===== src/rtl/enemy_pkg.sv =====
// rtl/enemy_pkg.sv - shared types and constants for the enemy motion block
package enemy_pkg;

  // Vertical motion state of the enemy sprite.
  typedef enum logic [1:0] {
    ST_GROUNDED = 2'd0,
    ST_RISING   = 2'd1,
    ST_FALLING  = 2'd2
  } enemy_mv_t;

  // Pixel coordinate (11 bits covers a 2048-pixel playfield).
  typedef logic [10:0] pos_t;

  // Tiles are 16x16 pixels; tile index = position >> TILE_SHIFT.
  localparam int unsigned TILE_SHIFT = 4;

  // Lowest y the enemy may fall to: the top pixel row of the last tile row.
  localparam pos_t Y_FALL_LIMIT = 11'h7F0;

  // Drop the sub-tile bits so the sprite sits exactly on a tile boundary.
  function automatic pos_t snap_to_tile(input pos_t p);
    return (p >> TILE_SHIFT) << TILE_SHIFT;
  endfunction

endpackage


===== src/rtl/enemy_motion_if.sv =====
// rtl/enemy_motion_if.sv - frame/control inputs and position outputs of enemy_motion
interface enemy_motion_if;
  import enemy_pkg::*;

  logic        frame_tick;
  logic        jump;
  logic [1:0]  enemy_dir;
  logic        on_ground;
  pos_t        enemy_x;
  pos_t        enemy_y;
  logic [13:0] enemy_loc;
  logic        airborne;

  // Game-logic side: supplies ticks and decisions, consumes position.
  modport master (
    output frame_tick, jump, enemy_dir, on_ground,
    input  enemy_x, enemy_y, enemy_loc, airborne
  );

  // Motion block side.
  modport slave (
    input  frame_tick, jump, enemy_dir, on_ground,
    output enemy_x, enemy_y, enemy_loc, airborne
  );

endinterface


===== src/rtl/enemy_x_step.sv =====
// rtl/enemy_x_step.sv - saturating one-frame horizontal step
module enemy_x_step
  import enemy_pkg::*;
(
  input  pos_t       i_x,
  input  logic [1:0] i_dir,
  input  pos_t       i_speed,
  input  pos_t       i_max,
  output pos_t       o_x_next
);

  // One extra bit so the rightward sum cannot wrap before the compare.
  logic [11:0] w_sum;

  assign w_sum = {1'b0, i_x} + {1'b0, i_speed};

  // 01 steps right clamped at i_max, 10 steps left clamped at 0, else hold.
  always_comb begin
    o_x_next = i_x;
    case (i_dir)
      2'b01: o_x_next = (w_sum > {1'b0, i_max}) ? i_max : w_sum[10:0];
      2'b10: o_x_next = (i_x < i_speed) ? '0 : (i_x - i_speed);
      default: o_x_next = i_x;
    endcase
  end

endmodule


===== src/rtl/enemy_motion.sv =====
// rtl/enemy_motion.sv - per-frame enemy position update with jump/fall physics
module enemy_motion
  import enemy_pkg::*;
#(
  parameter pos_t        X_INIT   = 11'd64,
  parameter pos_t        Y_INIT   = 11'd64,
  parameter pos_t        X_MAX    = 11'd2032,
  parameter int unsigned H_SPEED  = 2,
  parameter int unsigned JUMP_V   = 8,
  parameter int unsigned MAX_FALL = 6
) (
  input  logic           Clk,
  input  logic           Reset,
  enemy_motion_if.slave  bus
);

  localparam pos_t L_H_SPEED  = pos_t'(H_SPEED);
  localparam pos_t L_JUMP_V   = pos_t'(JUMP_V);
  localparam pos_t L_MAX_FALL = pos_t'(MAX_FALL);

  enemy_mv_t r_state;
  enemy_mv_t w_state_nxt;
  pos_t      r_x;
  pos_t      r_y;
  pos_t      r_vy;
  logic      r_jump_pend;
  pos_t      w_x_nxt;
  pos_t      w_y_nxt;
  pos_t      w_vy_nxt;
  logic      w_jump_req;
  logic [11:0] w_y_sum;

  // A request pending from earlier in the frame or arriving on the tick itself.
  assign w_jump_req = r_jump_pend | bus.jump;
  assign w_y_sum    = {1'b0, r_y} + {1'b0, r_vy};

  enemy_x_step u_x_step (
    .i_x      (r_x),
    .i_dir    (bus.enemy_dir),
    .i_speed  (L_H_SPEED),
    .i_max    (X_MAX),
    .o_x_next (w_x_nxt)
  );

  // Next vertical state, position and speed for the coming frame tick.
  always_comb begin
    w_state_nxt = r_state;
    w_y_nxt     = r_y;
    w_vy_nxt    = r_vy;
    case (r_state)
      ST_GROUNDED: begin
        if (w_jump_req) begin
          w_state_nxt = ST_RISING;
          w_vy_nxt    = L_JUMP_V;
        end else if (!bus.on_ground) begin
          w_state_nxt = ST_FALLING;
          w_vy_nxt    = 11'd1;
        end
      end
      ST_RISING: begin
        if (r_y < r_vy) begin
          // Hit the top of the screen: stop the rise and start falling.
          w_y_nxt     = '0;
          w_state_nxt = ST_FALLING;
          w_vy_nxt    = 11'd1;
        end else begin
          w_y_nxt = r_y - r_vy;
          if (r_vy <= 11'd2) begin
            // Speed would decay to 1: the apex, hand over to the fall.
            w_state_nxt = ST_FALLING;
            w_vy_nxt    = 11'd1;
          end else begin
            w_vy_nxt = r_vy - 11'd1;
          end
        end
      end
      ST_FALLING: begin
        if (bus.on_ground) begin
          w_y_nxt     = snap_to_tile(r_y);
          w_vy_nxt    = '0;
          w_state_nxt = ST_GROUNDED;
        end else begin
          w_y_nxt  = (w_y_sum > {1'b0, Y_FALL_LIMIT}) ? Y_FALL_LIMIT : w_y_sum[10:0];
          w_vy_nxt = (r_vy >= L_MAX_FALL) ? L_MAX_FALL : (r_vy + 11'd1);
        end
      end
      default: begin
        w_state_nxt = ST_FALLING;
        w_vy_nxt    = '0;
      end
    endcase
  end

  // Motion state advances only on frame ticks.
  always_ff @(posedge Clk or posedge Reset) begin
    if (Reset) begin
      r_state <= ST_FALLING;
      r_x     <= X_INIT;
      r_y     <= Y_INIT;
      r_vy    <= '0;
    end else if (bus.frame_tick) begin
      r_state <= w_state_nxt;
      r_x     <= w_x_nxt;
      r_y     <= w_y_nxt;
      r_vy    <= w_vy_nxt;
    end
  end

  // Remember a jump seen between ticks; each tick consumes or discards it.
  always_ff @(posedge Clk or posedge Reset) begin
    if (Reset) begin
      r_jump_pend <= 1'b0;
    end else if (bus.frame_tick) begin
      r_jump_pend <= 1'b0;
    end else if (bus.jump) begin
      r_jump_pend <= 1'b1;
    end
  end

  assign bus.enemy_x   = r_x;
  assign bus.enemy_y   = r_y;
  assign bus.enemy_loc = {r_y[10:TILE_SHIFT], r_x[10:TILE_SHIFT]};
  assign bus.airborne  = (r_state != ST_GROUNDED);

endmodule


===== src/flat_wrapper.sv =====
// flat-port wrapper written by rule: the top's interface ports become plain ports
module enemy_motion_flat import enemy_pkg::*;
#(
  parameter pos_t        X_INIT   = 11'd64,
  parameter pos_t        Y_INIT   = 11'd64,
  parameter pos_t        X_MAX    = 11'd2032,
  parameter int unsigned H_SPEED  = 2,
  parameter int unsigned JUMP_V   = 8,
  parameter int unsigned MAX_FALL = 6
)
  (Clk, Reset, bus_frame_tick, bus_jump, bus_enemy_dir, bus_on_ground, bus_enemy_x, bus_enemy_y, bus_enemy_loc, bus_airborne);
  enemy_motion_if bus_i ();
  input  logic Clk;
  input  logic Reset;
  input wire logic [$bits(bus_i.frame_tick)-1:0] bus_frame_tick;
  input wire logic [$bits(bus_i.jump)-1:0] bus_jump;
  input wire logic [$bits(bus_i.enemy_dir)-1:0] bus_enemy_dir;
  input wire logic [$bits(bus_i.on_ground)-1:0] bus_on_ground;
  output wire logic [$bits(bus_i.enemy_x)-1:0] bus_enemy_x;
  output wire logic [$bits(bus_i.enemy_y)-1:0] bus_enemy_y;
  output wire logic [$bits(bus_i.enemy_loc)-1:0] bus_enemy_loc;
  output wire logic [$bits(bus_i.airborne)-1:0] bus_airborne;
  assign bus_i.frame_tick = bus_frame_tick;
  assign bus_i.jump = bus_jump;
  assign bus_i.enemy_dir = bus_enemy_dir;
  assign bus_i.on_ground = bus_on_ground;
  assign bus_enemy_x = bus_i.enemy_x;
  assign bus_enemy_y = bus_i.enemy_y;
  assign bus_enemy_loc = bus_i.enemy_loc;
  assign bus_airborne = bus_i.airborne;
  enemy_motion #(.X_INIT(X_INIT), .Y_INIT(Y_INIT), .X_MAX(X_MAX), .H_SPEED(H_SPEED), .JUMP_V(JUMP_V), .MAX_FALL(MAX_FALL)) u_core (.Clk(Clk), .Reset(Reset), .bus(bus_i));
endmodule

===== config.mk =====
export PLATFORM = sky130hd
export DESIGN_NAME = enemy_motion_flat
export DESIGN_NICKNAME = d
export VERILOG_FILES = /design/src/rtl/enemy_pkg.sv /design/src/rtl/enemy_motion_if.sv /design/src/rtl/enemy_x_step.sv /design/src/rtl/enemy_motion.sv /design/src/flat_wrapper.sv
export SDC_FILE = /design/constraint.sdc
export NUM_CORES = 1
export LEC_CHECK = 0
export ABC_AREA = 1
export ABC_CLOCK_PERIOD_IN_PS = 2100
export CORE_MARGIN = 4
export CORE_UTILIZATION = 51
export CTS_CLUSTER_DIAMETER = 60
export DETAILED_ROUTE_END_ITERATION = 8
export GPL_TIMING_DRIVEN = 0
export PLACE_DENSITY = 0.77
export REMOVE_ABC_BUFFERS = 1
export SLEW_MARGIN = 15
export SYNTH_ARGS = -nofsm -noshare
export SYNTH_HDL_FRONTEND = slang
export SYNTH_SLANG_ARGS = --single-unit

===== constraint.sdc =====
create_clock -name Clk -period 2.1 [get_ports Clk]
set_clock_uncertainty 0.2 [all_clocks]
set_input_delay 0.21 -clock Clk [delete_from_list [all_inputs] [get_ports Clk]]
set_output_delay 0.21 -clock Clk [all_outputs]
set_load 0.02 [all_outputs]

* Word level (Yosys, flattened, before mapping) *
Cells that the tools add are included.

operators by class
  equality and inequality tests = 8
  add/sub/neg operators = 6
  multiplexer cells = 22
  bitwise logic cells = 1
  reductions and logical operators = 10
  $lt $le $gt $ge = 6

operator list
  operator                                                             number
  2-to-1 mux 11 bit                                                    11
  case mux 11 bit (2 select lines)                                     2
  case mux 11 bit (3 select lines)                                     1
  greater-than comparator 12 x 11 -> 1 bit (second input constant)     2
  adder 11 x 11 -> 12 bit                                              1
  adder 11 x 2 -> 12 bit (second input constant)                       1
  adder 11 x 1 -> 11 bit (second input constant)                       1
  greater-or-equal comparator 11 x 3 -> 1 bit (second input constant)  1
  <= comparator 11 x 2 -> 1 bit (second input constant)                1
  less-than comparator 11 bit                                          1
  less-than comparator 11 x 2 -> 1 bit (second input constant)         1
  subtractor 11 x 1 -> 11 bit (second input constant)                  1
  subtractor 11 bit                                                    1
  subtractor 11 x 2 -> 11 bit (second input constant)                  1
  2-to-1 mux 2 bit                                                     5
  nonzero test 2 bit                                                   4
  case mux 2 bit (3 select lines)                                      1
  AND reduction 2 bit                                                  3
  == test 2 x 1 -> 1 bit (second input constant)                       2
  == test 2 bit (second input constant)                                2
  != test 2 bit (second input constant)                                2
  AND reduction 4 bit                                                  1
  != test 3 x 1 -> 1 bit (second input constant)                       1
  != test 3 x 2 -> 1 bit (second input constant)                       1
  4 further kinds                                                      5

storage, ports and cells
  flip-flop bits (word level) = 36
  word-level logic and storage cells = 59

* Depth between registers and ports, before layout *
  word-level depth = 5
  gate-level depth with buffers = 20
  mapped depth without buffers = 18

* Hierarchy *
A second synthesis with hierarchy kept.

second synthesis, totals
  cells, all modules = 766
  area total of the unflattened synthesis = 5126.2 µm²

by module, submodules not included
  module        seq. area each (µm²)  area each (µm²)  instances  cells an instance
  enemy_motion  904.6                 3153.0           1          413
  enemy_x_step  0.0                   1973.1           1          353

* Worst setup path after synthesis *
Ideal clock, no wire load.

  path type = flip-flop to flip-flop
  start point = register u_core.r_y[0], in the netlist u_core.bus.enemy_y[0]
  end point = register u_core.r_y[0], in the netlist u_core.bus.enemy_y[0]
  setup slack = -0.261 ns
  buffers on the path = 0
  clock period less this slack = 2.361 ns
  cell stages (with the launch flop) = 17
  data arrival time = 2.035 ns
  data required time = 1.774 ns
  path through = dfrtp_1 > ha_1 > fa_1 > nand2_2 > nand2_2 > nand3_2 > nand2_1 > nand2_1 > nand2_1 > nand2_1 > nand2_1 > nor2_1 > nand3_2 > nand3_1 > nand2_1 > nand2_1 > o21ai_0

between the ends
  longest elaborated chain between the ends = 5

ends and longest elaborated chain
  what                                      line                 text
  start: declaration                        enemy_motion.sv:24   pos_t r_y;
  start signal: assignment                  enemy_motion.sv:104  r_y <= w_y_nxt;
  adder 11 x 11 -> 12 bit                   enemy_motion.sv:35   assign w_y_sum = {1'b0, r_y} + {1'b0, r_vy};
  greater-than comparator 12 x 11 -> 1 bit  enemy_motion.sv:83   w_y_nxt = (w_y_sum > {1'b0, Y_FALL_LIMIT}) ? Y_FALL_LIMIT : w_y_sum[10:0];
  2-to-1 mux 11 bit                         enemy_motion.sv:83
  2-to-1 mux 11 bit                         enemy_motion.sv:78   if (bus.on_ground) begin
  case mux 11 bit (2 select lines) (*)      enemy_motion.sv:50   case (r_state)

Mark *: on every way between the ends. The rest lies on a longest branch, timed or not. The select of a mux whose other input is x is not followed.
A chain may end at the register's enable or synchronous reset.

* Worst setup path in the final report *
  start point = register u_core.r_vy[3]
  end point = register u_core.r_y[5], in the netlist u_core.bus.enemy_y[5]

between the ends
  longest elaborated chain between the ends = 5

ends and longest elaborated chain
  what                                      line                 text
  start: declaration                        enemy_motion.sv:25   pos_t r_vy;
  start signal: assignment                  enemy_motion.sv:105  r_vy <= w_vy_nxt;
  adder 11 x 11 -> 12 bit                   enemy_motion.sv:35
  greater-than comparator 12 x 11 -> 1 bit  enemy_motion.sv:83
  2-to-1 mux 11 bit                         enemy_motion.sv:83
  2-to-1 mux 11 bit                         enemy_motion.sv:78
  case mux 11 bit (2 select lines) (*)      enemy_motion.sv:50

Marked as above.

==> summary.md <==
| Metric | Value |
|---|---|
| Max_slew headroom | `48.5%` |
| Setup Total Neg Slack | `-8.32 ns` |
| Most used DFF post-synth | `dfrtp_1` |
| Lkg Pwr | `2.56 nW` |
| Comb power frac | `80.9%` |
| Hold-fix buffers at CTS | `0` |
| Clock Power Share | `5.1%` |
| Vias | `4636` |
| Core area | `6910 µm²` |
| Delay-heaviest family, CP | `simple AND/OR/NAND/NOR gates` |
| Fin area | `5460 µm²` |
| Most used cell, CP | `nand2_1` |
| Area Growth Syn to Fin | `47.5%` |
| Sequential cell area fraction in the yosys report | `23.8%` |
| Gp weighted congestion | `0.936` |
| Max clock buf depth | `2` |
| Largest net degree at the start of global routing | `36` |
| Initial antenna violation count | `0` |
| Antenna diodes | `0` |
| Yosys reg bits | `35` |
| CP arrival | `2.66 ns` |
| Mean Syn Cell Area | `6.75 µm²` |
| Wirelength per Cell | `20.7 µm` |
| Worst-skew pair later-pin latency | `0.32 ns` |
| Sequential share of power | `14.0%` |
| Sequential cell area | `901 µm²` |
| PD cells | `1910 nW/µm²` |
| RSZ-0062 raised after global routing | `true` |
| Vias in the first global route | `3915` |
| Critical path endpoint category | `register` |
| Number of synthesized flops with an enable pin | `0` |
| Rows | `30` |
| Synth cell types | `38` |
| Share of the synthesized area in the top cell type | `21.6%` |
| Mapped cell area | `3700 µm²` |
| Final wirelength | `15200 µm` |
| # IOs | `44` |
| Cells after Synth | `549` |
| # DRC | `0` |
| Fin. Hold Viols | `0` |
| Final worst setup slack | `-0.557 ns` |
| Post-Place Cells | `656` |
| Fillers | `390` |
| Via density | `6.32` |
| Max Cap Viol | `0` |
| Internal power | `0.00470 W` |
| Final Slew Violations | `0` |
| Nets | `678` |
| TritonCTS clock tree | `done` |
| Die Ht | `93.2 µm` |
| PortBufs | `42` |
| CP cell instances | `buf_4 -> ha_1 -> nor2_1 -> nand2_4 -> buf_4 -> nand3_1 -> nand2_1 -> nand2_1 -> inv_1 -> nand3_2 -> nor2_4 -> nand3_4 -> nand3_2 -> nand2_1 -> nand2_1 -> nand2_1 -> nand2_1` |
| Sw power | `0.00574 W` |
| Final ANT Viol Nets | `0` |
| First DRT Iteration DRCs | `768` |
| Htree depth | `2` |
| Clk pin slew, worst setup/hold paths | `0.10 ns` |
| Gr usage total | `25.9%` |
| Synth area leaders | `dfrtp_1 (22%), nand2_1 (12%), ha_1 (11%), inv_1 (7.5%), xor2_1 (6.1%)` |
| Dpl ws | `-1.09 ns` |
| Min-delay worst type | `in -> async` |
| Biggest area consumer among synthesized cells | `dfrtp_1` |
| Min cycle time layout | `2.66 ns` |
| CP Data Required Time | `2.10 ns` |
| Sinks on Clock Net | `35` |
| Worst Path Max Fanout | `6` |
| Failing checks | `setup timing` |
| Final setup violating endpoints | `34` |
| Buffers and inverters on the worst path | `3` |
| Share of layout cells above drive strength 1 | `39.0%` |
| CP Depth | `17` |
| GR Overflow Total | `0` |
| CP max stage delay | `0.43 ns` |
| Slowest cell on the critical path | `dfrtp_1` |
| Multi-input gate area | `3070 µm²` |
| Status | `finished with violations` |
| Ys Warns | `0` |
| Min Hold Slack | `0.148 ns` |
| Post-synthesis async set-or-reset flop share | `100%` |
| Clk root buf | `clkbuf_8` |
| Sw Share | `55.0%` |
| Fin cells | `734` |
| Worst r2r path cells | `17` |
| Dpl hpwl | `7150 µm` |
| First-pass GRT wire length | `18200 µm` |
| Die width | `93.2 µm` |
| Initial Utilization | `53.6%` |
| Worst vdd ir | `1140 µV` |
| Critical path class | `reg -> reg` |
| Dpl cell area | `4040 µm²` |
| Type of origin of the critical path | `register` |
| Period utilisation layout | `127%` |
| Fmax | `0.376 GHz` |
| Die Area | `8690 µm²` |
| Slew @ Worst Pin | `0.771 ns` |
| Drt pass-1 iters | `7` |
| Num CTS Buffers | `5` |
-- path summary, 6_finish.rpt --
kind | endpoint | from | slack, ns
min in group Clk | u_core.r_state[1] | u_core.r_state[1] | 0.32
max | u_core.bus.enemy_y[5] | u_core.r_vy[3] | -0.56
max in group asynchronous | u_core.bus.enemy_y[2] | Reset | 1.00
max reg2reg | u_core.bus.enemy_y[5] | u_core.r_vy[3] | -0.56
min reg2reg | u_core.r_state[1] | u_core.r_state[1] | 0.32
min | u_core.r_vy[4] | Reset | 0.15
-- area by class of cell --
cell class | instances | share of cell area [%]
Multi-Input combinational cell | 409 | 56.2
Timing Repair Buffer | 110 | 17.9
Sequential cell | 35 | 16.5
Inverter | 76 | 5.70
Tap cell | 96 | 2.20
Clock buffer | 6 | 1.33
Clock inverter | 2 | 0.229
-- cells by family (layout without fill, tap and decap cells) --
family	Yosys count	count (layout)	synth area share (%)
XOR/XNOR	28	28	6.62
adder cells (fa/ha/maj)	34	34	11.9
AO/OA/AOI/OAI	88	88	14.3
flip-flops	35	35	23.8
buffers and inverters	107	194	13.2
AND/OR/NAND/NOR	256	258	30.1
other	1	1	0.101
-- layer usage --
metal  wire, µm  global-route usage [%]  part of all wire [%]
met4       1140                    10.6                   7.5
met3       1690                    3.70                    11
met1       5450                    33.0                    36
met2       6910                    43.9                    46
met5          0                       0                     0
-- power groups by stage --
stage / logic [W] / clock network, W / registers (W)
5_1_grt: 0.00882 / 0.000569 / 0.00149
6_report: 0.00844 / 0.000535 / 0.00146
4_1_cts: 0.00625 / 0.000513 / 0.00137
3_3_place_gp: 0.00483 / 0 / 0.00140
2_1_floorplan: 0.00315 / 0 / 0.00169
3_5_place_dp: 0.00490 / 0 / 0.00142
-- synthesized netlist by cell type (all sizes together), types with 4 or more instances --
| library cell | number |
|---|---|
| nand2 | 128 |
| inv | 75 |
| nor2 | 60 |
| a21oi | 44 |
| nand3 | 41 |
| dfrtp | 32 |
| ha | 32 |
| o21ai | 29 |
| buf | 28 |
| xor2 | 26 |
| nor3 | 12 |
| nand4 | 9 |
| o32ai | 7 |
| or2 | 4 |
-- registers in the layout, summed over array words and instances, names as in the netlist --
| name | cells |
|---|---|
| u_core.bus.enemy_x | 10 |
| u_core.bus.enemy_y | 11 |
| u_core.r_jump_pend | 1 |
| u_core.r_state | 2 |
| u_core.r_vy | 11 |
-- layout by cell type (no fill, tap or decap), drive strengths merged, types with 3 or more instances in the layout --
cell type | synthesis | final
o32ai | 7 | 7
nand4 | 9 | 9
inv | 75 | 74
o31ai | 3 | 3
buf | 28 | 67
nand3 | 41 | 41
nor2 | 60 | 60
dfrtp | 32 | 32
or2 | 4 | 4
ha | 32 | 32
xor2 | 26 | 26
clkbuf | 3 | 7
dfstp | 3 | 3
nand2 | 128 | 130
clkdlybuf4s50 | 0 | 41
a21oi | 44 | 44
o21ai | 29 | 29
nor3 | 12 | 12
-- what timing repair did --
| item | in CTS | in global routing |
|---|---|---|
| setup endpoints to repair | 35 | 34 |
| endpoints found under the hold margin | 0 | 0 |
| cloned | 0 | 2 |
| buffers inserted | 37 | 31 |
| pin swaps | 27 | 46 |
| gates resized for setup | 105 | 101 |
-- stage by stage --
step           power [W]  util (%)
2_1_floorplan    0.00483         -
6_report          0.0104      79.1
3_3_place_gp     0.00623      58.5
4_1_cts          0.00813      69.4
5_1_grt           0.0109      79.1
3_5_place_dp     0.00632      58.5
(Power assumes the default switching activity.)
